<file path="src/rtl/pipe_hazard_ctrl.sv">
// Pipeline hazard control: memory-stall freeze, taken-branch squash and load-use bubble.
// Outputs are combinational from state and inputs; a memory stall freezes every stage and can end in a sticky bus error.
module pipe_hazard_ctrl #(
  parameter int TIMEOUT = 255,
  parameter int CNTW    = 16
) (
  input  logic            clk,
  input  logic            rst,
  input  logic [4:0]      id_rs,
  input  logic [4:0]      id_rt,
  input  logic            id_uses_rt,
  input  logic            ex_memread,
  input  logic [4:0]      ex_rt,
  input  logic            mem_branch,
  input  logic            mem_zero,
  input  logic            mem_memread,
  input  logic            mem_memwrite,
  input  logic            dmem_ready,
  output logic            pc_en,
  output logic            ifid_en,
  output logic            idex_en,
  output logic            exmem_en,
  output logic            memwb_en,
  output logic            ifid_flush,
  output logic            idex_flush,
  output logic            exmem_flush,
  output logic            pc_src,
  output logic            dmem_req,
  output logic            bus_err,
  output logic [CNTW-1:0] stall_cycles
);

  typedef enum logic [1:0] {RUN, MEM_WAIT, ERROR} state_t;

  state_t     state;
  logic [7:0] wait_cnt;
  logic       mem_op;
  logic       freeze;
  logic       br_taken;
  logic       load_use;

  assign mem_op   = mem_memread | mem_memwrite;
  assign freeze   = (state != ERROR) && mem_op && !dmem_ready;
  assign br_taken = mem_branch & mem_zero;
  assign load_use = ex_memread && (ex_rt != 5'd0) &&
                    ((ex_rt == id_rs) || (id_uses_rt && (ex_rt == id_rt)));
  assign bus_err  = (state == ERROR);

  always_comb begin
    pc_en       = 1'b0;
    ifid_en     = 1'b0;
    idex_en     = 1'b0;
    exmem_en    = 1'b0;
    memwb_en    = 1'b0;
    ifid_flush  = 1'b0;
    idex_flush  = 1'b0;
    exmem_flush = 1'b0;
    pc_src      = 1'b0;
    dmem_req    = 1'b0;
    if (rst && state != ERROR) begin
      dmem_req = mem_op;
      // A branch waiting behind a memory stall is only taken once the access completes.
      if (!freeze) begin
        if (br_taken) begin
          {pc_en, ifid_en, idex_en, exmem_en, memwb_en} = 5'b11111;
          {ifid_flush, idex_flush, exmem_flush}         = 3'b111;
          pc_src = 1'b1;
        end else if (load_use) begin
          {idex_en, exmem_en, memwb_en} = 3'b111;
          idex_flush = 1'b1;
        end else begin
          {pc_en, ifid_en, idex_en, exmem_en, memwb_en} = 5'b11111;
        end
      end
    end
  end

  always_ff @(posedge clk) begin
    if (!rst) begin
      state        <= RUN;
      wait_cnt     <= 8'd0;
      stall_cycles <= '0;
    end else begin
      if (!pc_en && stall_cycles != {CNTW{1'b1}})
        stall_cycles <= stall_cycles + CNTW'(1);
      case (state)
        RUN: begin
          if (freeze) begin
            state    <= MEM_WAIT;
            wait_cnt <= 8'd1;
          end
        end
        MEM_WAIT: begin
          if (freeze) begin
            if (wait_cnt == 8'(TIMEOUT)) state <= ERROR;
            else                          wait_cnt <= wait_cnt + 8'd1;
          end else begin
            state    <= RUN;
            wait_cnt <= 8'd0;
          end
        end
        ERROR:   state <= ERROR;
        default: state <= RUN;
      endcase
    end
  end

endmodule

</file>
<file path="config.mk">
export PLATFORM = sky130hd
export DESIGN_NAME = pipe_hazard_ctrl
export DESIGN_NICKNAME = d
export VERILOG_FILES = /design/src/rtl/pipe_hazard_ctrl.sv
export SDC_FILE = /design/constraint.sdc
export NUM_CORES = 1
export LEC_CHECK = 0
export BUFFER_PORTS_ARGS = -buffer_cell sky130_fd_sc_hd__buf_2
export CAP_MARGIN = 20
export CORE_UTILIZATION = 28
export DETAILED_ROUTE_END_ITERATION = 16
export PLACE_DENSITY = 0.5
export SLEW_MARGIN = 10
export SYNTH_ARGS = -nofsm -noshare
export SYNTH_HDL_FRONTEND = slang
export SYNTH_SLANG_ARGS = --single-unit
</file>
<file path="constraint.sdc">
create_clock -name clk -period 1.85 [get_ports clk]
set_input_delay 0.185 -clock clk [delete_from_list [all_inputs] [get_ports clk]]
set_output_delay 0.185 -clock clk [all_outputs]
set_load 0.1 [all_outputs]
</file>
After elaboration in Yosys (flattened, before gate mapping)
Cells that the tools add are included.
{"block": "totals", "latch_bits": 0, "register_bits": 26, "in_bits": 24, "memories": 0, "elab_cells": 54, "ramBits": 0, "mem_bits_ro": 0, "out_inout_bits": 27}
{"block": "op_classes", "add_sub_neg": 2, "shifts": 0, "n_lt_le_gt_ge": 0, "n_bitwise": 2, "n_mul": 0, "div_mod_pow": 0, "eq_ne": 10, "n_reduce_logical": 15, "muxes": 22}
{"op": "$mux 8", "count": 3}
{"op": "$add 16x1->16 const B", "count": 1}
{"op": "$ne 16x16->1 const B", "count": 1}
{"op": "$pmux 8 s2", "count": 1}
{"op": "$mux 1", "count": 14}
{"op": "$eq 5x5->1", "count": 2}
{"op": "$add 8x1->8 const B", "count": 1}
{"op": "$eq 8x8->1 const B", "count": 1}
{"op": "$logic_and 1x1->1", "count": 7}
{"op": "$mux 2", "count": 3}
{"op": "$ne 3x3->1 const B", "count": 2}
{"op": "$pmux 2 s3", "count": 1}
{"op": "$reduce_bool 5->1", "count": 1}
{"op": "$ne 2x2->1 const B", "count": 2}
{"op": "$reduce_and 3->1", "count": 1}
{"op": "$eq 2x1->1 const B", "count": 1}
{"op": "$eq 2x2->1 const B", "count": 1}
{"op": "$logic_not 1->1", "count": 2}
{"op": "$logic_not 2->1", "count": 1}
{"op": "$reduce_and 2->1", "count": 1}
{"op": "$reduce_bool 2->1", "count": 1}
{"op": "$and 1x1->1", "count": 1}
{"op": "$logic_or 1x1->1", "count": 1}
{"op": "$or 1x1->1", "count": 1}

Depth between registers and ports, before layout
{"block": "depth", "ltp_word": 10, "ltp_mapped": 8, "depth_no_buf": 7}

Least setup slack after synthesis
OpenSTA, ideal clock, no wires.
{"block": "synth_path", "kind": "register to output", "from": "reg state[0]", "to": "out dmem_req", "slack_ns": -1.471, "required_ns": 1.665, "t_arrival_ns": 3.136, "stages_incl_launch_ff": 5, "n_path_buf": 0, "cell_sequence": "dfxtp_1 > inv_2 > nand2_1 > inv_1 > nor3_1"}
{"block": "synth_between", "elab_chain_cells": 3}
{"item": "from (decl)", "line": "35", "rtl": "state_t state;"}
{"item": "from (signal assigned)", "line": "80", "rtl": "state <= RUN;"}
{"item": "from (signal assigned)", "line": "89", "rtl": "state <= MEM_WAIT;"}
{"item": "from (signal assigned)", "line": "95", "rtl": "if (wait_cnt == 8'(TIMEOUT)) state <= ERROR;"}
{"item": "$ne 2x2->1", "line": "60", "rtl": "if (rst && state != ERROR) begin"}
{"item": "$logic_and 1x1->1", "line": "60"}
{"item": "$mux 1", "line": "60"}
{"item": "to (decl)", "line": "28", "rtl": "output logic dmem_req,"}
Every way passes these cells.

Worst setup path in the final report
{"block": "layout_path", "from": "in ex_rt[1]", "to": "out ifid_en"}
{"block": "layout_between", "elab_chain_cells": 8, "word_cells_on_any_way": 11, "cone_classes": "2 x eq/ne; 4 x mux; 5 x reduce/logical"}
{"item": "from (decl)", "line": "13", "rtl": "input logic [4:0] ex_rt,"}
{"item": "$eq 5x5->1", "line": "46", "rtl": "((ex_rt == id_rs) || (id_uses_rt && (ex_rt == id_rt)));"}
{"item": "$logic_and 1x1->1", "line": "46"}
{"item": "$logic_or 1x1->1", "line": "46"}
{"item": "$logic_and 1x1->1 (*)", "line": "45", "rtl": "assign load_use = ex_memread && (ex_rt != 5'd0) &&"}
{"item": "$mux 1 (*)", "line": "68", "rtl": "end else if (load_use) begin"}
{"item": "$mux 1 (*)", "line": "64", "rtl": "if (br_taken) begin"}
{"item": "$mux 1 (*)", "line": "63", "rtl": "if (!freeze) begin"}
{"item": "$mux 1 (*)", "line": "60"}
{"item": "to (decl)", "line": "20", "rtl": "output logic ifid_en,"}
Mark *: on every way between the ends. The rest lies on a longest branch, timed or not.

==> impl_metrics.py <==
metrics = {
    "setup_path": {
        "startpoint_type": "primary input",
        "critPathArrivalTime_ps": 1610,
        "crit_required_ps": 1660,
        "endpoint_kind": "output port",
        "cp_max_fo": 32,
        "path_class": "in2out",
    },
    "cts": {
        "clockBufferDepth": 2,
        "htreeDepth": 1,
        "clk_pin_slew_ps": 90,
        "root_buffer": "clkbuf_8",
        "clk-insertion-delay-late_ps": 270,
        "post_cts_buffers": 0,
        "cts_num_sinks": 26,
        "numCtsBuffers": 3,
        "cts_resized": 0,
        "ctsHoldBuffers": 0,
        "tritoncts": "done",
    },
    "synthesis": {
        "syn-num-nets": 215,
        "ys.flop_type": "dfxtp_1",
        "ys_ff_latch": 26,
        "yosys_warnings": 0,
        "synth_area_sq_mm": 0.00155,
        "synthCells": 189,
        "synth.distinct_cells": 42,
        "synth-edff-count": 0,
        "synthArstFlopShare": 0,
        "syn_avg_cell_area_sq_um": 8.22,
        "ys_seq_area_frac": 0.335,
    },
    "power_and_ir_drop": {
        "leakagePower_nw": 0.812,
        "p_per_area_mw_per_mm2": 585,
        "intPower_mw": 0.873,
        "power_frac_seq": 0.443,
        "p_sw_frac": 0.320,
        "p_comb_frac": 0.273,
        "finalPower_mw": 1.28,
        "ir_worst_vdd_v": 0.000317,
        "power.switching_mw": 0.410,
        "clkPwrFrac": 0.284,
    },
    "grt": {
        "grt_util_all_layers": 0.120,
        "grt-ovfl-total": 0,
        "grt_max_degree": 33,
        "grt_pass1_vias": 1342,
        "grt_first_pass_wirelength_microns": 5970,
        "antenna_found_initial": 0,
    },
    "detailed_routing": {
        "routed_wl_microns": 3540,
        "drt-initial-drc-count": 45,
        "vias": 1501,
        "first_pass_iters": 4,
        "vias_per_cell": 4.84,
        "wire_per_inst_microns": 11.4,
        "ant_nets": 0,
        "drcViolationCount": 0,
    },
    "outcome": {
        "outcome": "complete, no violations",
    },
    "timing": {
        "maxSlewHeadroom": 0.677,
        "maxSlewViolCount": 0,
        "max_freq_ghz": 0.556,
        "timing.final.hold_violations": 0,
        "worst_slew_pin_slew_ps": 488,
        "tns_ps": 0,
        "whs_ps": 333,
        "period_needed_ps": 1800,
        "fin_skew_ps": 5.12,
        "setup_viol": 0,
        "finalCritPeriodShare": 0.972,
        "rsz0062_at_grt": "no",
    },
    "placed_design": {
        "place_area_sq_mm": 0.00212,
        "post-dp-hpwl_microns": 2680,
        "io_buffer_count": 50,
        "placedCellCount": 306,
        "globalplace.congestion": 0.715,
    },
    "floorplan": {
        "die_y_microns": 76.5,
        "row_count": 26,
        "start_util": 0.296,
        "die_x_microns": 76.5,
        "die_area_sq_mm": 0.00585,
        "ios": 51,
        "core_area_sq_mm": 0.00524,
    },
    "finish": {
        "drive_above_1_share": 0.400,
        "final_common_cell": "buf_2",
        "final-instance-count-excl-fill": 310,
        "areaGrowthSynthToFinish_pct": 41.3,
        "layout_common_cells": "buf_2 (40), nand2_1 (18), xnor2_1 (16)",
        "n_antenna_cell": 0,
        "layout.nets": 267,
        "postLayoutCellArea_sq_mm": 0.00219,
    },
    "worst_hold_path": {
        "hp-class": "in2reg",
    },
    "job": {
        "drv_cap": 0,
    },
}
power by group through the flow:
stage / combinational [mW] / sequential, mW / clock (mW)
final: 0.350 / 0.569 / 0.364
after global routing: 0.372 / 0.571 / 0.401
after CTS: 0.352 / 0.570 / 0.382
after detailed placement: 0.351 / 0.583 / 0
after global placement: 0.351 / 0.583 / 0
after floorplan: 0.210 / 0.620 / 0
through the flow:
step                      utilization  setup slack (ps)
final                           0.419              51.6
after global routing            0.419             0.236
after CTS                       0.414              13.5
after detailed placement        0.404              10.4
after global placement          0.404              16.0
after floorplan                     -              -210
flip-flops by register name (all words and copies together) (netlist names):
signal        count
stall_cycles     16
wait_cnt          8
state             2
layout make-up:
cell class                 count  area (sq um)
tap                           70          87.6
inverter                       6          26.3
fill                         543          3040
clock buffer                   4          55.1
timing repair buffer          59           493
sequential                    26           569
multi-input combinational    145           963
routing by layer:
metal	global-route usage	part of all wire	vias up
li1	-	-	789
met1	0.158	0.48	689
met2	0.200	0.49	21
met3	0.0335	0.032	2
met4	0.0115	0.0020	0
met5	0	0	-
cells in the mapped netlist, drive strengths merged, types with 3 or more instances:
cell	count	share of area
or3	4	0.016
nand2	18	0.044
buf	10	0.052
o21ai	5	0.019
o31ai	10	0.048
nor3	5	0.016
xnor2	16	0.090
nand2b	3	0.012
nand3	14	0.045
and3	3	0.012
dfxtp	26	0.34
nor2	14	0.035
a21oi	18	0.068
nand4	4	0.016
or4	10	0.048
inv	6	0.015
critical path, stage by stage:
cell and delay (ps):
buf_2 120, or4_1 530, o21ai_2 160, a21oi_2 60, a21oi_4 160, buf_12 190
buf_12 190
cell families after synthesis:
logic type                 share of synthesized area
and+or+nand+nor                                0.291
buffers and inverters                         0.0717
DFF                                            0.335
adders and majority gates                     0.0161
AOI/OAI and AO/OA                              0.183
xor gates and xnor gates                      0.0902
muxes                                         0.0129
path summary, 6_finish.rpt:
| check | startpoint | end | slack, ps | depth (start not counted) |
|---|---|---|---|---|
| setup / recovery | ex_rt[1] | ifid_en | 50 | 7 |
| setup reg to reg | wait_cnt[0] | wait_cnt[3] | 100 | 6 |
| hold / removal | rst | stall_cycles[12] | 330 | 3 |
| hold reg to reg | stall_cycles[11] | stall_cycles[11] | 490 | 2 |
No activity file was read; power rests on OpenSTA's default activity.
